### config.mk
export PLATFORM = sky130hd
export DESIGN_NAME = ae350_reset_sequencer
export DESIGN_NICKNAME = d
export VERILOG_FILES = /design/src/rtl/ae350_reset_sequencer.sv
export SDC_FILE = /design/constraint.sdc
export NUM_CORES = 1
export LEC_CHECK = 0
export ABC_AREA = 1
export BUFFER_PORTS_ARGS = -buffer_cell sky130_fd_sc_hd__buf_4
export CORE_MARGIN = 4
export CORE_UTILIZATION = 60
export CTS_CLUSTER_SIZE = 12
export DETAILED_ROUTE_END_ITERATION = 8
export GPL_ROUTABILITY_DRIVEN = 0
export GPL_TIMING_DRIVEN = 0
export PLACE_DENSITY_LB_ADDON = 0.15
export SETUP_SLACK_MARGIN = 0.02
export SYNTH_ARGS = -nofsm -noshare
export SYNTH_HDL_FRONTEND = slang
export SYNTH_SLANG_ARGS = --single-unit
export TNS_END_PERCENT = 5
### constraint.sdc
create_clock -name CLK -period 2.6 [get_ports CLK]
set_input_delay 0.65 -clock CLK [delete_from_list [all_inputs] [get_ports CLK]]
set_output_delay 0.65 -clock CLK [all_outputs]
set_load 0.02 [all_outputs]
### src/rtl/ae350_reset_sequencer.sv
`default_nettype none
// ============================================================================
//  Module   : ae350_reset_sequencer
//  Purpose  : AE350 bring-up sequencer. It filters PLL lock, supervises DDR3
//             calibration with bounded retries and staggers domain releases.
//  Revision : 1.0  initial release
// ============================================================================
module ae350_reset_sequencer #(
    parameter int N_DOMAINS    = 4,
    parameter int LOCK_FILT    = 16,
    parameter int STAGE_DLY    = 8,
    parameter int INIT_TIMEOUT = 65536,
    parameter int MAX_RETRY    = 3,
    parameter int DEB_CYCLES   = 1000
) (
    input  logic                           CLK,
    input  logic                           RST,
    input  logic                           PLL_LOCK,
    input  logic                           DDR3_INIT,
    input  logic                           RST_KEY_N,
    output logic                           DDR3_RSTN,
    output logic [N_DOMAINS-1:0]           DOMAIN_RSTN,
    output logic [2:0]                     STATE,
    output logic                           FAIL,
    output logic [$clog2(MAX_RETRY+1)-1:0] RETRY_CNT
);

    localparam int c_RETRY_W = $clog2(MAX_RETRY + 1);
    localparam int c_CNT_MAX = (INIT_TIMEOUT > LOCK_FILT)
                             ? ((INIT_TIMEOUT > STAGE_DLY) ? INIT_TIMEOUT : STAGE_DLY)
                             : ((LOCK_FILT > STAGE_DLY) ? LOCK_FILT : STAGE_DLY);
    localparam int c_CNT_W   = $clog2(c_CNT_MAX + 1);
    localparam int c_DEB_W   = $clog2(DEB_CYCLES + 1);

    localparam logic [c_CNT_W-1:0]   c_LOCK_DONE  = c_CNT_W'(LOCK_FILT);
    localparam logic [c_CNT_W-1:0]   c_INIT_LAST  = c_CNT_W'(INIT_TIMEOUT - 1);
    localparam logic [c_CNT_W-1:0]   c_STAGE_LAST = c_CNT_W'(STAGE_DLY - 1);
    localparam logic [c_CNT_W-1:0]   c_CNT_ONE    = c_CNT_W'(1);
    localparam logic [c_DEB_W-1:0]   c_DEB_DONE   = c_DEB_W'(DEB_CYCLES);
    localparam logic [c_DEB_W-1:0]   c_DEB_ONE    = c_DEB_W'(1);
    localparam logic [c_RETRY_W-1:0] c_RETRY_MAX  = c_RETRY_W'(MAX_RETRY);
    localparam logic [c_RETRY_W-1:0] c_RETRY_ONE  = c_RETRY_W'(1);

    localparam logic [2:0] c_ST_RESET     = 3'd0;
    localparam logic [2:0] c_ST_WAIT_LOCK = 3'd1;
    localparam logic [2:0] c_ST_DDR_INIT  = 3'd2;
    localparam logic [2:0] c_ST_RELEASE   = 3'd3;
    localparam logic [2:0] c_ST_RUN       = 3'd4;
    localparam logic [2:0] c_ST_FAIL      = 3'd5;

    logic                 r_lock_meta, r_lock_s;
    logic                 r_init_meta, r_init_s;
    logic                 r_key_meta, r_key_s, r_key_db, r_key_press;
    logic [c_DEB_W-1:0]   r_deb_cnt;
    logic                 r_abort_req;
    logic [2:0]           r_state;
    logic [c_CNT_W-1:0]   r_cnt;
    logic                 r_ddr3_rstn;
    logic [N_DOMAINS-1:0] r_domain_rstn;
    logic                 r_fail;
    logic [c_RETRY_W-1:0] r_retry_cnt;

    logic                 w_active;
    logic                 w_abort_cond;
    logic [N_DOMAINS-1:0] w_rel_next;

    assign w_active = (r_state == c_ST_DDR_INIT) || (r_state == c_ST_RELEASE) ||
                      (r_state == c_ST_RUN);
    // The abort request is registered, adding one cycle behind the synchronisers.
    assign w_abort_cond = w_active &&
                          (!r_lock_s || (!r_init_s && (r_state != c_ST_DDR_INIT)));

    always_comb begin
        w_rel_next[0] = 1'b1;
        for (int i = 1; i < N_DOMAINS; i++) begin
            w_rel_next[i] = r_domain_rstn[i-1];
        end
    end

    always_ff @(posedge CLK) begin
        if (RST) begin
            r_lock_meta   <= 1'b0;
            r_lock_s      <= 1'b0;
            r_init_meta   <= 1'b0;
            r_init_s      <= 1'b0;
            r_key_meta    <= 1'b1;
            r_key_s       <= 1'b1;
            r_key_db      <= 1'b1;
            r_key_press   <= 1'b0;
            r_deb_cnt     <= '0;
            r_abort_req   <= 1'b0;
            r_state       <= c_ST_RESET;
            r_cnt         <= '0;
            r_ddr3_rstn   <= 1'b0;
            r_domain_rstn <= '0;
            r_fail        <= 1'b0;
            r_retry_cnt   <= '0;
        end else begin
            r_lock_meta <= PLL_LOCK;
            r_lock_s    <= r_lock_meta;
            r_init_meta <= DDR3_INIT;
            r_init_s    <= r_init_meta;
            r_key_meta  <= RST_KEY_N;
            r_key_s     <= r_key_meta;

            r_key_press <= 1'b0;
            if (r_key_s != r_key_db) begin
                if (r_deb_cnt == c_DEB_DONE) begin
                    r_key_db    <= r_key_s;
                    r_deb_cnt   <= '0;
                    r_key_press <= ~r_key_s;
                end else begin
                    r_deb_cnt <= r_deb_cnt + c_DEB_ONE;
                end
            end else begin
                r_deb_cnt <= '0;
            end

            r_abort_req <= w_abort_cond;

            if (r_key_press && (r_state != c_ST_RESET)) begin
                r_state       <= c_ST_WAIT_LOCK;
                r_cnt         <= '0;
                r_ddr3_rstn   <= 1'b0;
                r_domain_rstn <= '0;
                r_abort_req   <= 1'b0;
                r_fail        <= 1'b0;
                r_retry_cnt   <= '0;
            end else if (r_abort_req && w_active) begin
                r_state       <= c_ST_WAIT_LOCK;
                r_cnt         <= '0;
                r_ddr3_rstn   <= 1'b0;
                r_domain_rstn <= '0;
                r_abort_req   <= 1'b0;
            end else begin
                case (r_state)
                    c_ST_RESET: begin
                        r_state <= c_ST_WAIT_LOCK;
                        r_cnt   <= '0;
                    end
                    c_ST_WAIT_LOCK: begin
                        if (!r_lock_s) begin
                            r_cnt <= '0;
                        end else if (r_cnt == c_LOCK_DONE) begin
                            r_state     <= c_ST_DDR_INIT;
                            r_ddr3_rstn <= 1'b1;
                            r_cnt       <= '0;
                        end else begin
                            r_cnt <= r_cnt + c_CNT_ONE;
                        end
                    end
                    c_ST_DDR_INIT: begin
                        // Timeout outranks a calibration-done seen on the same cycle.
                        if (r_cnt == c_INIT_LAST) begin
                            r_ddr3_rstn <= 1'b0;
                            r_cnt       <= '0;
                            if (r_retry_cnt < c_RETRY_MAX) begin
                                r_retry_cnt <= r_retry_cnt + c_RETRY_ONE;
                                r_state     <= c_ST_WAIT_LOCK;
                            end else begin
                                r_state <= c_ST_FAIL;
                                r_fail  <= 1'b1;
                            end
                        end else if (r_init_s) begin
                            r_state <= c_ST_RELEASE;
                            r_cnt   <= '0;
                        end else begin
                            r_cnt <= r_cnt + c_CNT_ONE;
                        end
                    end
                    c_ST_RELEASE: begin
                        if (r_cnt == c_STAGE_LAST) begin
                            r_domain_rstn <= w_rel_next;
                            r_cnt         <= '0;
                            if (&w_rel_next) begin
                                r_state <= c_ST_RUN;
                            end
                        end else begin
                            r_cnt <= r_cnt + c_CNT_ONE;
                        end
                    end
                    c_ST_RUN: begin
                        r_ddr3_rstn   <= 1'b1;
                        r_domain_rstn <= '1;
                    end
                    c_ST_FAIL: begin
                        r_ddr3_rstn   <= 1'b0;
                        r_domain_rstn <= '0;
                        r_fail        <= 1'b1;
                    end
                    default: begin
                        r_state       <= c_ST_WAIT_LOCK;
                        r_cnt         <= '0;
                        r_ddr3_rstn   <= 1'b0;
                        r_domain_rstn <= '0;
                    end
                endcase
            end
        end
    end

    assign DDR3_RSTN   = r_ddr3_rstn;
    assign DOMAIN_RSTN = r_domain_rstn;
    assign STATE       = r_state;
    assign FAIL        = r_fail;
    assign RETRY_CNT   = r_retry_cnt;

endmodule
`default_nettype wire

# After elaboration in Yosys (flattened, before gate mapping)
# Index checks and enable logic that the tools add are counted.
[totals] ff_bits=47 input_bits=5 output_inout_bits=11 elab_cells=104
[op_classes] add_sub_neg=3 order_cmp=1 n_eq_ne=24 muxes=25 n_bitwise=7 n_reduce_logical=27
[ops] cell="17-bit 2-to-1 mux" count=5
[ops] cell="17-bit case mux with 4 select lines" count=1
[ops] cell="3-bit 2-to-1 mux" count=7
[ops] cell="17-bit by 1-bit adder with 17-bit output (second input constant)" count=1
[ops] cell="17-bit by 16-bit equality test with 1-bit output (second input constant)" count=1
[ops] cell="17-bit by 3-bit equality test with 1-bit output (second input constant)" count=1
[ops] cell="17-bit by 5-bit equality test with 1-bit output (second input constant)" count=1
[ops] cell="3-bit case mux with 4 select lines" count=1
[ops] cell="4-bit case mux with 3 select lines" count=1
[ops] cell="4-bit AND reduction" count=3
[ops] cell="6-bit AND reduction" count=2
[ops] cell="3-bit OR reduction" count=4
[ops] cell="10-bit by 1-bit adder with 10-bit output (second input constant)" count=1
[ops] cell="10-bit equality test (second input constant)" count=1
[ops] cell="4-bit by 1-bit inequality test with 1-bit output (second input constant)" count=2
[ops] cell="4-bit inequality test (second input constant)" count=2
[ops] cell="1-bit 2-to-1 mux" count=7
[ops] cell="1-bit NOT" count=7
[ops] cell="3-bit by 2-bit equality test with 1-bit output (second input constant)" count=2
[ops] cell="3-bit equality test (second input constant)" count=2
[ops] cell="2-bit by 1-bit inequality test with 1-bit output (second input constant)" count=3
[ops] cell="2-bit inequality test (second input constant)" count=3
[ops] cell="3-bit by 2-bit inequality test with 1-bit output (second input constant)" count=2
[ops] cell="2-bit OR reduction" count=3
[ops] cell="other kinds (17)" count=24

# Longest topological paths before layout
# Gate-level depths: netlist of run 1.
[depth] ltp_word=6 mapped_depth=16 ltp_nobuf=16

# Worst setup path before layout of run 1
# Ideal clock, no wire load.
[synth_timing] path_kind="flip-flop to flip-flop" from="reg r_cnt[0]" to="reg r_cnt[0]" setup_ns=0.113 arrival_ns=2.181 required_ns=2.487 slack_ns=0.305 path_stages_with_launch=16 path_buffers=1 synth_period_minus_slack_ns=2.295 path_cell_list="dfxtp_1 -> ha_1 -> nand2_1 -> nor2_2 -> nand4_1 -> nor2_1 -> nand3_1 -> nor2_1 -> ha_1 -> inv_1 -> nand3_1 -> a21boi_2 -> o21ai_4 -> buf_6 -> o21ai_1 -> inv_1"
[synth_between] elab_chain_len=4 elab_cells_between_ends=10 cone_classes="1 x add/sub; 3 x eq/ne; 6 x mux"
[synth_rtl] item="start, declared" line_no="57" rtl="logic [c_CNT_W-1:0] r_cnt;"
[synth_rtl] item="start signal, assigned" line_no="149" rtl="r_cnt <= r_cnt + c_CNT_ONE;"
[synth_rtl] item="start signal, assigned" line_no="168" rtl="r_cnt <= r_cnt + c_CNT_ONE;"
[synth_rtl] item="start signal, assigned" line_no="179" rtl="r_cnt <= r_cnt + c_CNT_ONE;"
[synth_rtl] item="17-bit by 1-bit adder with 17-bit output or 17-bit by 5-bit equality test with 1-bit output (tied branches)"
[synth_rtl] item="17-bit 2-to-1 mux (on tied branches)" line_no="164, 144"
[synth_rtl] item="17-bit 2-to-1 mux (on tied branches)" line_no="154, 142"
[synth_rtl] item="17-bit case mux with 4 select lines *" line_no="136" rtl="case (r_state)"
# Mark *: on every way between the ends. The rest lies on a longest branch, timed or not.
# A chain may end at the register's enable or synchronous reset.

# Worst setup path after layout of run 1
# Same ends and word-level chain as after synthesis.

==> results of run 1 <==
final timing paths:
| path | from | to | slack (ns) | cells after the start |
|---|---|---|---|---|
| worst max register to register | r_cnt[0] | r_cnt[0] | 0.12 | 15 |
| worst max-delay path | r_cnt[0] | r_cnt[0] | 0.12 | 15 |
| worst min register to register | r_init_meta | r_init_s | 0.41 | 2 |
| worst min-delay path | r_init_meta | r_init_s | 0.41 | 2 |
layout by cell type (no fill, tap or decap), types with 3 or more instances in the layout:
| cell type | synthesis | routed |
|---|---|---|
| nor2_1 | 46 | 45 |
| a21oi_2 | 7 | 7 |
| nor2_2 | 4 | 4 |
| o21ai_0 | 13 | 13 |
| nand3_1 | 17 | 17 |
| inv_1 | 54 | 54 |
| xnor2_1 | 3 | 3 |
| dfxtp_1 | 47 | 45 |
| o21ai_1 | 3 | 3 |
| ha_1 | 6 | 5 |
| nand2_1 | 86 | 86 |
| xor2_1 | 7 | 7 |
| nor3_1 | 10 | 10 |
| nand4_1 | 5 | 5 |
| inv_2 | 3 | 3 |
| clkbuf_8 | 0 | 5 |
| a21oi_1 | 21 | 21 |
| buf_4 | 0 | 21 |
report_power, final:
group	switching (mW)	total (mW)	internal, mW
registers	0.0533	0.821	0.768
clock network	0.240	0.428	0.188
logic	0.365	0.574	0.209
total	0.659	1.82	1.16
layout make-up:
cell class / instances / area (um2)
multi-input cells: 244 / 1247
fillers: 316 / 1023
flip-flops and latches: 47 / 945.9
inverters: 58 / 220.2
repair buffers: 21 / 157.7
clock buffers: 6 / 72.57
well taps: 48 / 60.06
plain buffers: 4 / 31.28
clock inverters: 2 / 12.51
metal layers:
layer	vias up	GRT usage, %
li1	1163	-
met1	990	21.83
met2	52	37.35
met3	13	4.348
met4	0	8.142
met5	-	0
critical path, cell delays in order, from the launching register on:
cell      delay [ns]
dfxtp_4         0.38
ha_1            0.19
nand2_1         0.12
nor2_4          0.15
nand4_1         0.12
nor2_2          0.15
nand3_1         0.10
nor2_1          0.11
ha_2            0.19
inv_1           0.05
nand3_1         0.11
a21boi_4        0.23
o21ai_4         0.11
buf_6           0.16
o21ai_1         0.15
inv_1           0.05
logic make-up (layout without fill, tap and decap cells):
kind of cell / count (synthesis) / in the layout / synth area share (%)
flops: 47 / 47 / 38.84
xor+xnor: 10 / 10 / 3.616
buf+inv: 62 / 91 / 10.38
mux: 1 / 1 / 0.4132
simple gates: 176 / 176 / 30.73
fa+ha+maj: 6 / 6 / 3.099
compound gates: 51 / 51 / 12.91
cells in the mapped netlist (all sizes together):
cell / count
xnor2: 3
a21oi: 28
inv: 58
dfxtp: 47
ha: 6
nor2: 51
nand3b: 1
nor4: 1
a21boi: 1
xor2: 7
o21ai: 18
nand4: 5
a31oi: 1
nor3: 10
a211oi: 1
buf: 3
or2: 2
nand3: 17
nor3b: 1
o21bai: 1
mux2i: 1
nand2: 88
clkbuf: 1
a31o: 1
timing repair:
action | 4_1_cts | 5_1_grt
hold buffers | 0 | 0
setup endpoints to repair | 12 | 17
cloned | 0 | 0
gates resized for setup | 1 | 6
hold endpoints to repair | 0 | 0
setup buffers | 2 | 4
pin swaps | 1 | 3
sequential cells by signal (all words and copies together), names as in the netlist, 2 cells and up:
register     count
RETRY_CNT        2
r_cnt           17
DOMAIN_RSTN      4
r_deb_cnt       10
STATE            3
==> metrics.md, run 1 <==
| Metric | Value |
|---|---|
| Status | finished clean |
| Fmax | 402.8 MHz |
| Skew-Pair Late Insertion Delay | 0.30 ns |
| Met2 WL post-DR | 2593 um |
| Via count | about 2200 |
| Overall routing resource usage | around a fifth |
| Synth top area share | 38.84% |
| First-pass GRT wire length | 8342 um |
| Fin nets | about 390 |
| Row count | 22 |
| Finished Cell Area | 2748 um2 |
| Final Cycle Share | 95.48% |
| Worst path required time | around 2.8 ns |
| Largest net degree at the start of global routing | 15 |
| Post-route ant nets | 0 |
| Initial DRC Count | 156 |
| Total power | 1.823 mW |
| Synthesis Warnings | 0 |
| WL final | 4936 um |
| Post-synth top area cell | dfxtp_1 |
| Arrival time at the worst endpoint | between 2 and 3 ns |
| Die X | 71.54 um |
| Max-capacitance violation count | 0 |
| Finished Core Util | 72.86% |
| Syn_nets | 364 |
| Setup violations, final | 0 |
| DRT met1 WL | 2052 um |
| Num CTS Buffers | 5 |
| Syn-to-layout area delta | 13.43% |
| Pwr dens | 663.6 nW/um2 |
| Grt ovf | 0 |
| Synthesized instance count | 353 |
| Highest routed layer | met4 |
| Worst Skew | around 0.0077 ns |
| Worst hold-check path type | register to register |
| Drt drc | 0 |
| Vias in the first global route | 2051 |
| Initial antenna violation count | 0 |
| Crit Path Class | register to register |
| Post-DP HPWL | 3525 um |
| Pre-CTS setup slack | -0.07225 ns |
| TNS Setup | 0 ns |
| Mean area per synthesized cell | 6.862 um2 |
| Max IR drop VDD | ~0.44 mV |
| Mapped Area | 2422 um2 |
| Slew Limit Headroom | 69.99% |
| Final Instance Count excl. Fillers | 430 |
| Final WS setup | 0.1175 ns |
| Final Hold Vio Count | 0 |
| Area after DPL | 2595 um2 |
| Leakage | roughly 1.2 nW |
| Final Max Slew Viols | 0 |
| Starting Density | 64.23% |
| Least-Margin Pin Slew | 0.4484 ns |
| Period minus WS final | 2.483 ns |
| TritonRoute pass-1 iters | 4 |
| Sequential-to-total area share from yosys stat | 38.84% |
| Hold_ws | 0.4124 ns |
| Yosys cell types | 34 |
| Endpoint class of the critical path | register |
| H-tree depth | 2 |
| Ant. Diodes | 0 |
| I/O Buffers | 15 |
| CTS tree | built |
| DP Cell Count | 416 |
| Max clock buf depth | 2 |
| Reg clk slew, reported paths | 0.08 ns |
| Register bit count reported by yosys | 47 |
| Ports | 16 |
| Worst setup SP type | register |
| Via density | 5.158 |
| Root Driver | clkbuf_8 |
| Wire per inst | 11.48 um |
| Top post-synthesis cells by area | dfxtp_1, nand2_1, inv_1, nor2_1, a21oi_1 |
| CP max FO | 10 |
| Core area | ~3800 um2 |
| Layout cell share with drive strength beyond 1 | 15.45% |
| Count of clock tree sinks | 47 |
| Die area | around 5100 um2 |
| DR WL met3 | 185 um |
| Die H | just over 70 um |
No activity file was read; power rests on OpenSTA's default activity.
==> run 2, diff against run 1 <==
Settings changed: BUFFER_PORTS_ARGS -buffer_cell sky130_fd_sc_hd__buf_4 to -buffer_cell sky130_fd_sc_hd__buf_2, CELL_PAD_IN_SITES_DETAIL_PLACEMENT set to 1, CELL_PAD_IN_SITES_GLOBAL_PLACEMENT set to 1, CORE_UTILIZATION 60 to 43.
==> run 2 against run 1 <==
Clock-buffer cell count stayed put. Non-clock buffer count is 2 higher. Via count is 0.77% higher. Register-to-register slack gained 0.07 ns. Hold slack got worse by 0.0021 ns. Final area increased by 2.5%. Clock skew shrank 0.0038 ns. Maximum frequency is 2.7% higher. Wire length increased by 12%. Critical path depth is the same. First-iteration DRC count shrank 78%.
==> metrics.md, run 2 (same netlist as run 1, synthesis figures left out) <==
| Metric | Value |
|---|---|
| Max-capacitance violation count | 0 (unchanged) |
| Leakage | 1.256 nW (+2.5%) |
| CP Buf/Inv Count | 3 (unchanged) |
| Reg2Reg Setup Slack | 0.18 ns (+0.07 ns) |
| Number of flip-flops under the largest register name | 17 (unchanged) |
| First-pass GRT wire length | 9936 um (+19%) |
| Worst Skew | 0.003900 ns (-0.003783 ns) |
| Fin nets | 394 (+0.51%) |
| Max clock buf depth | 2 (unchanged) |
| Pwr dens | 723.4 nW/um2 (+9.0%) |
| Die H | 83.06 um (+16%) |
| Worst path required time | 2.80 ns (about the same) |
| Final Hold Vio Count | 0 (unchanged) |
| Leading cell type in the layout, fill and taps excluded | nand2_1 |
| Starting Density | 44.26% (-20 points) |
| Skew-Pair Late Insertion Delay | 0.30 ns (about the same) |
| WL final | 5532 um (+12%) |
| Worst reg2reg path depth | 15 (unchanged) |
| Largest net degree at the start of global routing | 15 (unchanged) |
| Commonest cells after routing, fill and taps aside | nand2_1, inv_1, dfxtp_1, nor2_1, a21oi_1 |
| Crit Path Class | register to register |
| Fillcell total | 752 (+140%) |
| Initial antenna violation count | 0 (unchanged) |
| Die X | 83.06 um (+16%) |
| Finished Core Util | 51.49% (-21 points) |
| Root Driver | clkbuf_8 |
| Largest Register | r_cnt |
| Area taken by multi-input logic gates | 1262 um2 (+1.2%) |
| TNS Setup | 0 ns (unchanged) |
| Die area | 6898 um2 (+35%) |
| CP max FO | 10 (unchanged) |
| Ports | 16 (unchanged) |
| Fmax | 413.9 MHz (+2.7%) |
| CTS tree | built |
| Worst reg2reg startpoint | r_cnt[0] |
| DP Cell Count | 440 (+5.8%) |
| Crit. Startpoint | r_cnt[0] |
| H-tree depth | 2 (unchanged) |
| Status | finished clean |
| Period minus WS final | 2.416 ns (-0.06619 ns) |
| Layout cell share with drive strength beyond 1 | 16.93% (+1.5 points) |
| Crit-path leading delay family | simple AND/OR/NAND/NOR gates |
| I/O Buffers | 15 (unchanged) |
| Hold_buf cts | 0 (unchanged) |
| Setup violations, final | 0 (unchanged) |
| Reg clk slew, reported paths | 0.08 ns (about the same) |
| Register area | 945.9 um2 (unchanged) |
| Num CTS Buffers | 5 (unchanged) |
| TritonRoute pass-1 iters | 4 (unchanged) |
| Least-Margin Pin Slew | 0.4417 ns (-0.006780 ns) |
| Worst path cell trace | ha_2 > nand2_2 > nor2_4 > nand4_1 > nor2_2 > nand3_2 > nor2_1 > ha_2 > inv_1 > nand3_2 > a21boi_4 > o21ai_4 > buf_6 > o21ai_1 > inv_1 |
| Via count | 2235 (+0.77%) |
| Core area | 5473 um2 (+45%) |
| Grt ovf | 0 (unchanged) |
| Drt drc | 0 (unchanged) |
| Arrival time at the worst endpoint | 2.62 ns (-0.06 ns) |
| Endpoint class of the critical path | register |
| Vias in the first global route | 2292 (+12%) |
| Worst R2R End | r_cnt[0] |
| Wire per inst | 12.13 um (+5.7%) |
| Worst setup SP type | register |
| Critical path destination | r_cnt[0] |
| Post-route ant nets | 0 (unchanged) |
| Slowest cell on the critical path | dfxtp_4 |
| Ant. Diodes | 0 (unchanged) |
| Max IR drop VDD | 0.3909 mV (-10%) |
| Post-DP HPWL | 4244 um (+20%) |
| Worst hold-check path type | register to register |
| Syn-to-layout area delta | 16.32% |
| Final Instance Count excl. Fillers | 456 (+6.0%) |
| Slew Limit Headroom | 70.45% (+0.45 points) |
| WP depth | 15 (unchanged) |
| Overall routing resource usage | 17.27% (-2.8 points) |
| Initial DRC Count | 35 (-78%) |
| Final Max Slew Viols | 0 (unchanged) |
| Via density | 4.901 (-5.0%) |
| Final Cycle Share | 92.94% (-2.5 points) |
| CP max stage delay | 0.37 ns (about the same) |
| Row count | 27 (+23%) |
| Count of clock tree sinks | 47 (unchanged) |
run 2: cell types whose count changed in the layout (fill, tap and decap cells not counted), moves of 2 or more:
cell,previous run,this run
buf_2,1,16
buf_4,21,8
bufinv_16,0,2
nand3_1,17,15
nand3_2,0,2
run 2: worst min-delay path by stage:
stage / startpoint / endpoint / depth (start not counted)
after floorplan: r_init_meta / r_init_s / 2
after global placement: r_lock_meta / r_lock_s / 2
after detailed placement: r_key_meta / r_key_s / 1
after CTS: r_lock_meta / r_lock_s / 2
after global routing: r_key_meta / r_key_s / 1
final: r_lock_meta / r_lock_s / 2
run 2: repair_timing:
item,in CTS,in global routing
pin swaps,1,3
endpoints found under the setup margin,19,20
resized for setup,4,7
setup buffers,2,6
run 2: metrics by stage:
step	hold WS, ns	setup slack [ns]	power [mW]	instance area (um2)
after floorplan	0.3883	0.3055	1.234	2422
after global placement	0.3904	-0.1835	1.374	2587
after detailed placement	0.4010	-0.2028	1.388	2587
after CTS	0.4164	0.02363	2.036	2749
after global routing	0.4322	-0.01732	2.179	2818
final	0.4103	0.1837	2.038	2818
run 2: final cells by class:
cell class                 instances  area share [%]
buffer                             4           1.110
clock buffer                       6           2.575
clock inverter                     2           2.131
inverter                          58           7.815
multi-input combinational        244           44.80
sequential                        47           33.57
tap                               72           3.197
timing repair buffer              23           4.796
run 2: tightest hold or removal path: stages (launching register included):
cell and delay [ns]:
dfxtp_1 0.30, inv_1 0.04, nor2_1 0.03
run 2: routing by layer:
layer  track usage, %  part of all wire, %
met1            18.85                   43
met2            33.09                   54
met3            3.373                  1.7
met4            5.349                  1.5
met5                0                    0
run 2: where the power goes:
group,leakage (nW),switching [mW],internal (mW)
logic,0.808,0.383,0.215
clock network,0.0654,0.241,0.384
registers,0.382,0.0484,0.768
